===== config.mk =====
export PLATFORM = sky130hd
export DESIGN_NAME = guess_sequencer
export DESIGN_NICKNAME = d
export VERILOG_FILES = /design/src/rtl/guess_sequencer.sv
export SDC_FILE = /design/constraint.sdc
export NUM_CORES = 1
export LEC_CHECK = 0
export ABC_AREA = 1
export CAP_MARGIN = 40
export CORE_ASPECT_RATIO = 1.5
export CORE_MARGIN = 3
export CORE_UTILIZATION = 49
export DETAILED_ROUTE_END_ITERATION = 7
export PLACE_DENSITY = 0.79
export SYNTH_ARGS = -nofsm -noshare
export SYNTH_HDL_FRONTEND = slang
export SYNTH_SLANG_ARGS = --single-unit

===== constraint.sdc =====
create_clock -name clk -period 1.4 [get_ports clk]
set_input_delay 0.28 -clock clk [delete_from_list [all_inputs] [get_ports clk]]
set_output_delay 0.28 -clock clk [all_outputs]
set_load 0.005 [all_outputs]

===== src/rtl/guess_sequencer.sv =====
// Feeds one guess attempt byte-by-byte to an external combinational byte checker
// and collects the per-byte verdicts into a match count and a pass flag.
`default_nettype none

module guess_sequencer #(
  parameter int FLAG_LEN = 32
) (
  input  logic       clk,
  input  logic       rst,
  input  logic       clear,
  input  logic       in_valid,
  input  logic [7:0] in_data,
  output logic       in_ready,
  output logic [4:0] byte_num,
  output logic [7:0] byte_guess,
  input  logic       guess_valid,
  output logic [5:0] match_count,
  output logic       done,
  output logic       pass
);

  localparam logic [5:0] LEN  = 6'(FLAG_LEN);
  localparam logic [4:0] LAST = 5'(FLAG_LEN - 1);

  typedef enum logic [1:0] {IDLE, CHECK, DONE} state_t;

  state_t     state;
  logic [5:0] idx;
  logic       pend;
  logic       all_ok;
  logic       ready_q;
  logic       accept;
  logic [5:0] idx_nxt;

  // clear masks readiness combinationally so a colliding byte is never taken
  assign in_ready = ready_q & ~clear;
  assign accept   = in_valid & in_ready;
  assign idx_nxt  = accept ? idx + 6'd1 : idx;

  always_ff @(posedge clk or posedge rst) begin
    if (rst) begin
      state       <= IDLE;
      idx         <= 6'd0;
      pend        <= 1'b0;
      all_ok      <= 1'b1;
      ready_q     <= 1'b0;
      byte_num    <= 5'd0;
      byte_guess  <= 8'd0;
      match_count <= 6'd0;
      done        <= 1'b0;
      pass        <= 1'b0;
    end else if (clear) begin
      state       <= IDLE;
      idx         <= 6'd0;
      pend        <= 1'b0;
      all_ok      <= 1'b1;
      ready_q     <= 1'b1;
      match_count <= 6'd0;
      done        <= 1'b0;
      pass        <= 1'b0;
    end else begin
      if (accept) begin
        byte_guess <= in_data;
        byte_num   <= idx[4:0];
        idx        <= idx_nxt;
      end
      pend    <= accept;
      ready_q <= (idx_nxt < LEN);
      case (state)
        IDLE: begin
          if (accept) state <= CHECK;
        end
        CHECK: begin
          // verdict belongs to the byte registered on the previous edge
          if (pend) begin
            all_ok      <= all_ok & guess_valid;
            match_count <= match_count + {5'd0, guess_valid};
            if (byte_num == LAST) begin
              state   <= DONE;
              done    <= 1'b1;
              pass    <= all_ok & guess_valid;
              ready_q <= 1'b0;
            end
          end
        end
        DONE: begin
          ready_q <= 1'b0;
        end
        default: state <= IDLE;
      endcase
    end
  end

endmodule

`default_nettype wire


# Word-level counts from Yosys, hierarchy flattened
# Index checks and enable logic that the tools add are counted.
dict set report op_classes {
  addsub 2
  n_mul 0
  div 0
  order_cmp 1
  eq_ne 7
  n_shift 0
  muxes 27
  bitwise_logic 4
  reduce_logical 9
}
# op n
set ops {}
lappend ops {{$mux W6} 6}
lappend ops {{$mux W1} 15}
lappend ops {{$ne A3 B3 Y1 const B} 3}
lappend ops {{$mux W2} 4}
lappend ops {{$reduce_bool A2 Y1} 4}
lappend ops {{$add A6 B1 Y6} 1}
lappend ops {{$add A6 B1 Y6 const B} 1}
lappend ops {{$lt A6 B6 Y1 const B} 1}
lappend ops {{$pmux W2 S3} 1}
lappend ops {{$eq A5 B5 Y1 const B} 1}
lappend ops {{$reduce_and A2 Y1} 2}
lappend ops {{$reduce_and A4 Y1} 1}
lappend ops {{$and A1 B1 Y1} 3}
lappend ops {{$reduce_and A3 Y1} 1}
lappend ops {{$eq A2 B1 Y1 const B} 1}
lappend ops {{$eq A2 B2 Y1 const B} 1}
lappend ops {{$logic_not A2 Y1} 1}
lappend ops {{$ne A2 B2 Y1 const B} 1}
lappend ops {{$pmux W1 S2} 1}
lappend ops {{$not A1 Y1} 1}
dict set report word_totals {
  regBits 32
  latchBits 0
  ram_bits 0
  romBits 0
  output_inout_bits 22
  n_memories 0
}

# Logic depth before layout (Yosys ltp)
dict set report logic_depth {
  word_depth 9
  mapped_depth 8
  ltp_nobuf 8
}

# Worst setup path before layout
# No wires, ideal clock.
dict set report synth_path {
  path_type {register to register}
  start {register state[1]}
  end {register match_count[5]}
  setup_ns 0.122
  arrival_ns 1.107
  t_required_ns 1.278
  path_slack_ns 0.171
  path_stages_with_launch 8
  n_path_buf 0
  synth_period_minus_slack_ns 1.229
  path_cell_list {dfrtp_1 > inv_1 > ha_1 > nand2_1 > nand2_4 > nand3_2 > nor3_1 > nor2_1}
}
dict set report synth_via {
  elab_chain_len 3
}
# item line_no
set synth_rtl {}
lappend synth_rtl {{from (decl)} 27} ;# state_t state;
lappend synth_rtl {{from (signal assigned)} 42} ;# state <= IDLE;
lappend synth_rtl {{from (signal assigned)} 53} ;# state <= IDLE;
lappend synth_rtl {{from (signal assigned)} 71} ;# if (accept) state <= CHECK;
lappend synth_rtl {{$eq A2 B1 Y1} 69} ;# case (state)
lappend synth_rtl {{$reduce_bool A2 Y1 (no source line)} -}
lappend synth_rtl {{$reduce_and A2 Y1 (no source line)} -}
lappend synth_rtl {{to (signal assigned)} 77} ;# match_count <= match_count + {5'd0, guess_valid};
lappend synth_rtl {{to (decl)} 17} ;# output logic [5:0] match_count,
# No other way between the ends.
# A chain may end at the register's enable or synchronous reset.

# Final worst setup path
dict set report layout_path {
  start {input clear}
  end {output in_ready}
}
dict set report layout_via {
  elab_chain_len 2
}
# item line_no
set layout_rtl {}
lappend layout_rtl {{from (decl)} 10} ;# input logic clear,
lappend layout_rtl {{$not A1 Y1 (no source line)} -}
lappend layout_rtl {{$and A1 B1 Y1} 36} ;# assign in_ready = ready_q & ~clear;
lappend layout_rtl {{to (decl)} 13} ;# output logic in_ready,
# No other way between the ends.

==> summary.txt <==
Clock tree
  • Max H-tree Level: 2
  • CTS root buf: clkbuf_8
  • Clk Latency, worst-skew pair: 0.28 ns
  • Reg clk slew, reported paths: 0.07 ns
  • Maximum root-to-sink buffer count: 2
  • CTS Sinks: 32
  • TritonCTS clock tree: yes
  • Hold_buf cts: 0
  • Number of buffers created by CTS: 5

Global route
  • First-pass GRT wire length: 5890 um
  • Vias in the first global route: 1352
  • Antenna violations before repair: 0
  • All-Layer GR Usage: 21.5%
  • Remaining Overflow, GRT: 0
  • Largest net degree at the start of global routing: 33

Power and ir drop
  • Peak VDD IR: 0.739 mV
  • Power Density: 1220 mW/mm^2
  • Leakage: 1.14 nW
  • Total power: 2.59 mW

Logic synthesis
  • #FFs+latches synth: 32
  • Mapped Nets: 190
  • Ys flop type: dfrtp_1
  • Syn avg cell area: 8.74 um^2
  • Seq/Total Area, Yosys: 54.0%
  • Cell variety after synth: 23
  • Share of async-settable or async-resettable flops after synthesis: 100%
  • Post-synth EDFFs: 0
  • Mapped Area: 0.00149 mm^2
  • Post-Syn Instances: 170
  • YS warnings: 0

Drt
  • DR vias: 1371
  • # DRC: 0
  • DR pass1 iterations: 4
  • Routed len/inst: 13.7 um
  • Vias per std cell: 5.17
  • Wirelength, routed: 3630 um
  • Post-DRT Antenna Nets: 0
  • Starting DRT DRC Count: 54

STA
  • Worst-Margin Slew: 0.256 ns
  • Fin. Hold Viols: 0
  • Worst clock skew: 0.00438 ns
  • Min Hold Slack: 0.330 ns
  • Slew headroom: 82.9%
  • TNS Setup: 0 ns
  • Fmax: 739 MHz
  • PnR worst setup slack: 0.0471 ns
  • Final setup violation count: 0
  • Max-slew violations: 0
  • Unrepaired setup endpoints after global routing: true
  • Fin crit period: 1.35 ns
  • Part of the cycle the worst path needs: 96.6%

Finish
  • Fin area: 0.00213 mm^2
  • Util after Layout: 76.3%
  • Nets@finish: 247
  • Fin cells: 265
  • Synthesis-to-layout area growth: 43.3%
  • N_diodes: 0
  • Layout cells sized above 1: 18.0%

Critical path
  • FF-to-FF End: match_count[5]$_DFFE_PP0P_
  • Path type of the worst setup path: in2out
  • Crit. Startpoint: clear
  • Worst path max stage delay: 0.48 ns
  • Worst-path cell chain: clkdlybuf4s50_1 > nor2_1 > dlygate4sd2_1
  • WP depth: 3
  • Required time of the critical path: 1.12 ns
  • Crit end category: primary output
  • Critical Path AT: 1.07 ns
  • Reg2reg start: state[1]$_DFFE_PP0P_
  • CP max-delay cell: clkdlybuf4s50_1
  • Critical Path End: in_ready
  • Worst Path Buf+Inv: 2
  • Crit-path max FO: 2
  • CP Launch Type: input port
  • Delay-heaviest family, CP: buffers and inverters
  • R2r setup slk: 0.09 ns
  • R2R cell count: 8

Min path
  • Hold Crit Class: in2async

Flow run
  • Max-Cap Viols: 0

Place
  • Worst slack at placement: -0.234 ns
  • RD Place Congestion: 0.770
  • Dpl cells: 247
  • Placed inst area: 0.00195 mm^2
  • Port-buffer cells: 34
  • Hpwl dp: 2550 um

Die
  • Die width: 51.0 um
  • Std-Cell Rows: 23
  • Initial Util: 53.2%
  • Full die area: 0.00374 mm^2
  • Die height: 73.5 um
  • Core area: 0.00279 mm^2
  • Num ports: 35

Run status
  • Status: complete, no violations
==> cells in the final DEF, fill, tap and decap left out, types with 4 or more instances in the layout <==
| cell type | n |
|---|---|
| clkbuf_8 | 6 |
| nand2_1 | 60 |
| buf_4 | 17 |
| dfrtp_1 | 30 |
| nor2_1 | 6 |
| clkdlybuf4s50_1 | 12 |
| inv_1 | 15 |
| nand4_1 | 5 |
| nand3_1 | 11 |
| a21oi_1 | 9 |
| dlygate4sd2_1 | 22 |
| ha_1 | 4 |
==> final cells by class <==
cell class              count  area (um^2)
multi-input cells         116          618
fillers                   209          661
inverters                  18         72.6
clock buffers               8         90.1
repair buffers             54          500
well taps                  37         46.3
flip-flops and latches     32          803
==> how the worst min path moves through the flow <==
stage                                 end  slack (ns)
6_report       match_count[0]$_DFFE_PP0P_        0.33
5_1_grt        match_count[3]$_DFFE_PP0P_        0.35
4_1_cts        match_count[0]$_DFFE_PP0P_        0.34
3_5_place_dp    byte_guess[1]$_DFFE_PP0P_        0.47
3_3_place_gp    byte_guess[2]$_DFFE_PP0P_        0.47
2_1_floorplan            done$_DFFE_PP0P_        0.34
==> per-layer routing <==
layer / wire, um / track usage [%] / vias up
li1: - / - / 662
met1: 1320 / 21.2 / 647
met2: 1960 / 38.2 / 50
met3: 228 / 8.11 / 12
met4: 114 / 11.7 / 0
met5: 0 / 0 / -
==> worst register-to-register path, stage by stage (launching register included) <==
cell and delay [ns]:
dfrtp_1 0.40, inv_2 0.10, ha_4 0.14, nand2_2 0.09
nand2_4 0.12, nand3_2 0.11, o21ai_1 0.15, nand2_1 0.06
nor2_1 0.08
==> cells by family after synthesis <==
group	after synthesis	synth area share [%]
simple gates	91	26.6
flops	32	54.0
buf+inv	22	7.07
fa+ha+maj	7	5.89
compound gates	18	6.48
==> power by group <==
part / total [mW] / switching (mW) / internal (mW)
Clock: 0.717 / 0.316 / 0.400
Sequential: 1.16 / 0.0952 / 1.06
Combinational: 0.717 / 0.366 / 0.351
Total: 2.59 / 0.778 / 1.81
==> what timing repair did <==
action	4_1_cts	5_1_grt
buffers inserted	9	1
pin swaps	0	0
gates resized for setup	23	13
endpoints found under the hold margin	0	0
setup endpoints to repair	23	9
==> state kept, by name (all words and copies together), names as in the netlist <==
signal	cells
all_ok	1
byte_guess	8
byte_num	5
done	1
idx	6
match_count	6
pass	1
pend	1
ready_q	1
state	2
==> cells in the mapped netlist (2+ instances only) <==
| master | n | area [um^2] |
|---|---|---|
| a21oi_1 | 10 | 50.1 |
| buf_6 | 2 | 22.5 |
| dfrtp_1 | 31 | 776 |
| ha_1 | 7 | 87.6 |
| inv_1 | 16 | 60.1 |
| nand2_1 | 61 | 229 |
| nand3_1 | 11 | 55.1 |
| nand3_2 | 2 | 20.0 |
| nand4_1 | 5 | 31.3 |
| nor2_1 | 7 | 26.3 |
| nor3_1 | 2 | 10.0 |
| o21ai_0 | 5 | 25.0 |
Power figures use the tool's default switching activity.
